`src/rtl/ofs_fim_pcie_ss_ib2sb_pkg.sv`:
```
// Shared types for the in-band to side-band TLP header converter.
// The header is always 256 bits wide, so it is a package constant.
package ofs_fim_pcie_ss_ib2sb_pkg;

    localparam int HDR_WIDTH = 256;
    localparam int HDR_BYTES = HDR_WIDTH / 8;

    typedef enum logic [1:0] {
        SOP   = 2'd0,
        MID   = 2'd1,
        FLUSH = 2'd2
    } t_ib2sb_state;

    // Header part of the hold register.
    // The payload remainder is sized by DATA_WIDTH, so it lives in the module.
    typedef struct packed {
        logic [HDR_WIDTH-1:0] hdr;
        logic                 vendor;
    } t_ib2sb_hold;

endpackage

```
`src/rtl/ofs_fim_pcie_ss_ib2sb.sv`:
```
// Moves the TLP header from the low 256 bits of the SOP beat onto tuser_vendor.
// The payload is shifted down by 256 bits, so each output beat straddles two input beats.
module ofs_fim_pcie_ss_ib2sb
    import ofs_fim_pcie_ss_ib2sb_pkg::*;
#(
    parameter int DATA_WIDTH = 512
) (
    input  logic                    clk,
    input  logic                    rst_n,

    input  logic                    in_tvalid,
    output logic                    in_tready,
    input  logic [DATA_WIDTH-1:0]   in_tdata,
    input  logic [DATA_WIDTH/8-1:0] in_tkeep,
    input  logic                    in_tlast,
    input  logic                    in_tuser_vendor,

    output logic                    out_tvalid,
    input  logic                    out_tready,
    output logic [DATA_WIDTH-1:0]   out_tdata,
    output logic [DATA_WIDTH/8-1:0] out_tkeep,
    output logic                    out_tlast,
    output logic [HDR_WIDTH:0]      out_tuser_vendor
);

    localparam int KEEP_WIDTH = DATA_WIDTH / 8;
    localparam int HOLD_W     = DATA_WIDTH - HDR_WIDTH;
    localparam int HOLD_KW    = KEEP_WIDTH - HDR_BYTES;

    t_ib2sb_state            state_q, state_d;
    t_ib2sb_hold             hdr_q, hdr_d;
    logic                    first_q, first_d;
    logic [HOLD_W-1:0]       hold_data_q, hold_data_d;
    logic [HOLD_KW-1:0]      hold_keep_q, hold_keep_d;

    logic                    out_tvalid_q, out_tvalid_d;
    logic [DATA_WIDTH-1:0]   out_tdata_q, out_tdata_d;
    logic [KEEP_WIDTH-1:0]   out_tkeep_q, out_tkeep_d;
    logic                    out_tlast_q, out_tlast_d;
    logic [HDR_WIDTH:0]      out_tuser_q, out_tuser_d;

    logic                    out_slot_free;
    logic                    in_accept;
    logic                    upper_empty;

    assign out_slot_free = !out_tvalid_q || out_tready;
    assign in_tready     = out_slot_free && (state_q != FLUSH);
    assign in_accept     = in_tvalid && in_tready;
    assign upper_empty   = (in_tkeep[KEEP_WIDTH-1:HDR_BYTES] == '0);

    always_comb begin
        state_d      = state_q;
        hdr_d        = hdr_q;
        first_d      = first_q;
        hold_data_d  = hold_data_q;
        hold_keep_d  = hold_keep_q;
        out_tvalid_d = out_tvalid_q;
        out_tdata_d  = out_tdata_q;
        out_tkeep_d  = out_tkeep_q;
        out_tlast_d  = out_tlast_q;
        out_tuser_d  = out_tuser_q;

        // A consumed beat leaves the slot empty unless something refills it below.
        if (out_slot_free) begin
            out_tvalid_d = 1'b0;
        end

        unique case (state_q)
            SOP: begin
                if (in_accept) begin
                    hdr_d.hdr    = in_tdata[HDR_WIDTH-1:0];
                    hdr_d.vendor = in_tuser_vendor;
                    first_d      = 1'b1;
                    hold_data_d  = in_tdata[DATA_WIDTH-1:HDR_WIDTH];
                    hold_keep_d  = in_tkeep[KEEP_WIDTH-1:HDR_BYTES];
                    state_d      = in_tlast ? FLUSH : MID;
                end
            end
            MID: begin
                if (in_accept) begin
                    out_tvalid_d = 1'b1;
                    out_tdata_d  = {in_tdata[HDR_WIDTH-1:0], hold_data_q};
                    out_tkeep_d  = {in_tkeep[HDR_BYTES-1:0], hold_keep_q};
                    out_tuser_d  = first_q ? {hdr_q.hdr, hdr_q.vendor} : '0;
                    first_d      = 1'b0;
                    hold_data_d  = in_tdata[DATA_WIDTH-1:HDR_WIDTH];
                    hold_keep_d  = in_tkeep[KEEP_WIDTH-1:HDR_BYTES];
                    out_tlast_d  = in_tlast && upper_empty;
                    if (in_tlast) begin
                        state_d = upper_empty ? SOP : FLUSH;
                    end
                end
            end
            FLUSH: begin
                // Remainder of the last input beat; empty keep for header-only TLPs.
                if (out_slot_free) begin
                    out_tvalid_d = 1'b1;
                    out_tdata_d  = {{HDR_WIDTH{1'b0}}, hold_data_q};
                    out_tkeep_d  = {{HDR_BYTES{1'b0}}, hold_keep_q};
                    out_tuser_d  = first_q ? {hdr_q.hdr, hdr_q.vendor} : '0;
                    out_tlast_d  = 1'b1;
                    first_d      = 1'b0;
                    state_d      = SOP;
                end
            end
            default: begin
                state_d = SOP;
            end
        endcase
    end

    always_ff @(posedge clk) begin
        if (!rst_n) begin
            state_q      <= SOP;
            hdr_q        <= '0;
            first_q      <= 1'b0;
            hold_data_q  <= '0;
            hold_keep_q  <= '0;
            out_tvalid_q <= 1'b0;
            out_tdata_q  <= '0;
            out_tkeep_q  <= '0;
            out_tlast_q  <= 1'b0;
            out_tuser_q  <= '0;
        end else begin
            state_q      <= state_d;
            hdr_q        <= hdr_d;
            first_q      <= first_d;
            hold_data_q  <= hold_data_d;
            hold_keep_q  <= hold_keep_d;
            out_tvalid_q <= out_tvalid_d;
            out_tdata_q  <= out_tdata_d;
            out_tkeep_q  <= out_tkeep_d;
            out_tlast_q  <= out_tlast_d;
            out_tuser_q  <= out_tuser_d;
        end
    end

    assign out_tvalid       = out_tvalid_q;
    assign out_tdata        = out_tdata_q;
    assign out_tkeep        = out_tkeep_q;
    assign out_tlast        = out_tlast_q;
    assign out_tuser_vendor = out_tuser_q;

endmodule
```
`config.mk`:
```
export PLATFORM = sky130hd
export DESIGN_NAME = ofs_fim_pcie_ss_ib2sb
export DESIGN_NICKNAME = d
export VERILOG_FILES = /design/src/rtl/ofs_fim_pcie_ss_ib2sb_pkg.sv /design/src/rtl/ofs_fim_pcie_ss_ib2sb.sv
export SDC_FILE = /design/constraint.sdc
export NUM_CORES = 2
export LEC_CHECK = 0
export CAP_MARGIN = 20
export CORE_AREA = 2 2 557 559
export CTS_CLUSTER_SIZE = 12
export DETAILED_ROUTE_END_ITERATION = 8
export DIE_AREA = 0 0 559 561
export PLACE_DENSITY = 0.34
export SYNTH_ARGS = -nofsm -noshare
export SYNTH_HDL_FRONTEND = slang
export SYNTH_SLANG_ARGS = --single-unit
```
`constraint.sdc`:
```
create_clock -name clk -period 5.6 [get_ports clk]
set_clock_uncertainty 0.15 [all_clocks]
set_input_delay 1.12 -clock clk [delete_from_list [all_inputs] [get_ports clk]]
set_output_delay 1.12 -clock clk [all_outputs]
set_load 0.1 [all_outputs]
```
==> summary.md <==
| Metric | Value |
|---|---|
| Outcome | complete, no violations |
| Die Span X | 559 um |
| # resized after CTS | 0 |
| Setup repair after global routing missed its margin | no |
| Fill cells | 33480 |
| Syn nets | 6671 |
| Global-route wire length before repair | 374.3 mm |
| Worst Hold Class | flop to flop |
| Crit path cell chain | clkdlybuf4s50_1 |
| Setup TNS | 0 ps |
| Commonest non-fill, non-tap cell in the layout | nand2_1 |
| Number of global-route vias before repair | 47210 |
| Port buffer count | 1417 |
| Highest fanout seen on the critical path | 2 |
| Share of cell area taken by muxes after synthesis | 0% |
| Shortest clock period the worst path allows after layout | 4012 ps |
| Total routing resource utilization after global routing | 16.35% |
| Clock H-tree levels | 4 |
| Maximum clock frequency | 0.2493 GHz |
| Slew Limit Headroom | 20.75% |
| Placeable Area | 307600 um2 |
| Die Y | 561 um |
| Finished Core Util | 24.97% |
| Combined area of all synthesized cells | 52920 um2 |
| Number of antenna violations at the first check in global routing | 101 |
| Weighted congestion at the end of routability-driven global placement | 0.7944 |
| Final Hold Violating Endpoints | 0 |
| Worst Path Required | 4330 ps |
| Area fraction in compound gates after synthesis | 19.78% |
| Total congestion overflow after global routing | 0 |
| Count of synthesis-stage warnings from yosys | 0 |
| Seq cells post-synth | 1383 |
| Area contributors post-synth | dfxtp_1 (52%), nand2_1 (16%), a21boi_0 (11%), a21boi_1 (9.0%), nand3b_1 (4.1%) |
| Dominant cell type by area after synthesis | dfxtp_1 |
| Half-perimeter wire length after detailed placement | 190.9 mm |
| Clock input transition at the sequential cells of the worst setup and hold paths | 60 ps |
| Maximum root-to-sink buffer count | 4 |
| Share of cells above drive strength 1 | 5.767% |
| Vias post-DR | 47120 |
| Standard-cell row count | 204 |
| Number of synthesized flops with an enable pin | 0 |
| Post-Syn Area per Cell | 8.696 um2 |
| Leakage | 25.66 nW |
| TritonCTS clock tree | done |
| Netlist cell types | 40 |
| Full die area | 313600 um2 |
| CP Capture Type | output pin |
| Type of element launching the critical path | flop |
| Hold Buf Count CTS | 0 |
| Number of buffers inserted during clock tree synthesis | 182 |
| Actual transition at the worst max-transition pin | 1185 ps |
| DR vias/cell | 4.077 |
| Share of synthesized flip-flops with an asynchronous set or reset | 0% |
| Wire length per cell after detailed routing | 23.14 um |
| Data arrival time at the worst-slack endpoint | 2740 ps |
| Xor/xnor share of the synthesized area | 0% |
| Areal power density over the cells | 359.8 nW/um2 |
| Worst path max stage delay | 1270 ps |
| Adder-cell share of the synthesized area | 0.07093% |
| Number of pins with negative max-slew slack in the final report | 0 |
| Highest-count cells in the layout ignoring fill and taps | nand2_1 (2212), dfxtp_1 (1382), clkdlybuf4s50_1 (1373) |
| Ys flop type | dfxtp_1 |
| Drt total wl | 267.5 mm |
| Seq/Total Area, Yosys | 52.32% |
| WP buf/inv | 1 |
| Worst IR Drop VDD | 0.0002195 V |
| DRT iter0 DRCs | 2167 |
| Pre-Repair DR Iteration Count | 6 |
| Top cell type's share of synthesized area | 52.32% |
| DRC violations left | 0 |
| Critical path class | flop to output pin |
| Combinational family with the most area after synthesis | simple AND/OR/NAND/NOR gates |
| Clk root buf | clkbuf_16 |
| Starting density of the core | 17.21% |
| Clk sink count | 1383 |
| Insertion delay of the later-clocked pin in the worst-skew pair | 860 ps |
| Count of final setup violators | 0 |
| Final Cycle Share | 71.64% |
| Pin count of the biggest net entering global routing | 155 |
| Cell type of the slowest stage on the worst timing path | clkdlybuf4s50_1 |
| Basic-gate share of the synthesized area counting and, or, nand and nor cells | 22.52% |
| Mapped Cells | 6086 |
| IO Pins | 1418 |
| Post-CTS Setup Repair Bufs | 0 |
| Max Cap Violations | 0 |
| Layout area overhead | 45.10% |
| Delay-heaviest family, CP | buffers and inverters |
| Antenna-violating nets left | 0 |
| Fin nets | 7859 |
registers in the layout (all words and copies together), names as in the netlist:
signal and flops:
first_q 1, hdr_q 257, hold_data_q 256, hold_keep_q 32, out_tdata 512, out_tkeep 64, out_tlast 1, out_tuser_vendor 257
out_tvalid 1, state_q 2
worst paths after layout:
check / to / cells past startpoint / startpoint / slack, ps
min: out_tdata[77]$_SDFFE_PN0P_ / 2 / hold_data_q[77]$_SDFFE_PN0P_ / 270
min reg2reg: out_tdata[77]$_SDFFE_PN0P_ / 2 / hold_data_q[77]$_SDFFE_PN0P_ / 270
max reg2reg: out_tuser_vendor[74]$_SDFFE_PN0P_ / 8 / state_q[0]$_SDFFE_PN0P_ / 2210
max: out_tuser_vendor[244] / 1 / out_tuser_vendor[244]$_SDFFE_PN0P_ / 1590
power by group:
part | total, mW | internal, mW | switching, mW
sequential | 10.8 | 10.4 | 0.366
clock | 11.6 | 6.83 | 4.81
combinational | 5.20 | 1.44 | 3.76
stage by stage:
stage                     cell area [um2]  hold slack [ps]  setup WS (ps)  power, mW  std cells
after floorplan                     52920            281.0           1877      14.31       6086
after global placement              70570            284.6           1436      16.31      11190
after detailed placement            70850            290.6           1391      16.35      11210
after CTS                           76640            236.3           1369      28.31      11520
after global routing                76730            284.1           1444      28.95      11530
final                               76790            267.7           1588      27.63      11560
cells in the mapped netlist, types with 2 or more instances:
library cell  number
nand2_1         2212
dfxtp_1         1383
a21boi_0         748
a21boi_1         631
nand3b_1         288
clkbuf_1         282
nand3_1          258
buf_2            106
buf_6             60
buf_4             58
buf_1             12
nor4_1             6
nor2_1             4
ha_1               3
inv_1              3
o21ai_0            3
and3_1             2
buf_12             2
nand3_2            2
nor2b_1            2
nor4b_1            2
routing by layer:
layer	wire, um	vias to the layer above	GRT usage [%]
met2	128300	1313	28.19
met1	110200	22850	18.96
met5	620	-	0
met4	6777	94	4.062
met3	21600	399	6.082
li1	-	22470	-
logic make-up after synthesis:
family	after synthesis
compound gates	1393
flops	1383
fa+ha+maj	3
simple gates	2783
buf+inv	524
final cells by class:
class | count | area [um2] | area share (%)
multi-input combinational | 4179 | 22470 | 29.26
antenna | 34 | 85.08 | 0.1108
inverter | 3 | 11.26 | 0.01466
clock inverter | 41 | 461.7 | 0.6013
timing repair buffer | 1525 | 15590 | 20.30
sequential | 1383 | 27690 | 36.06
tap | 4120 | 5155 | 6.713
clock buffer | 273 | 5328 | 6.938
(Power assumes the default switching activity.)
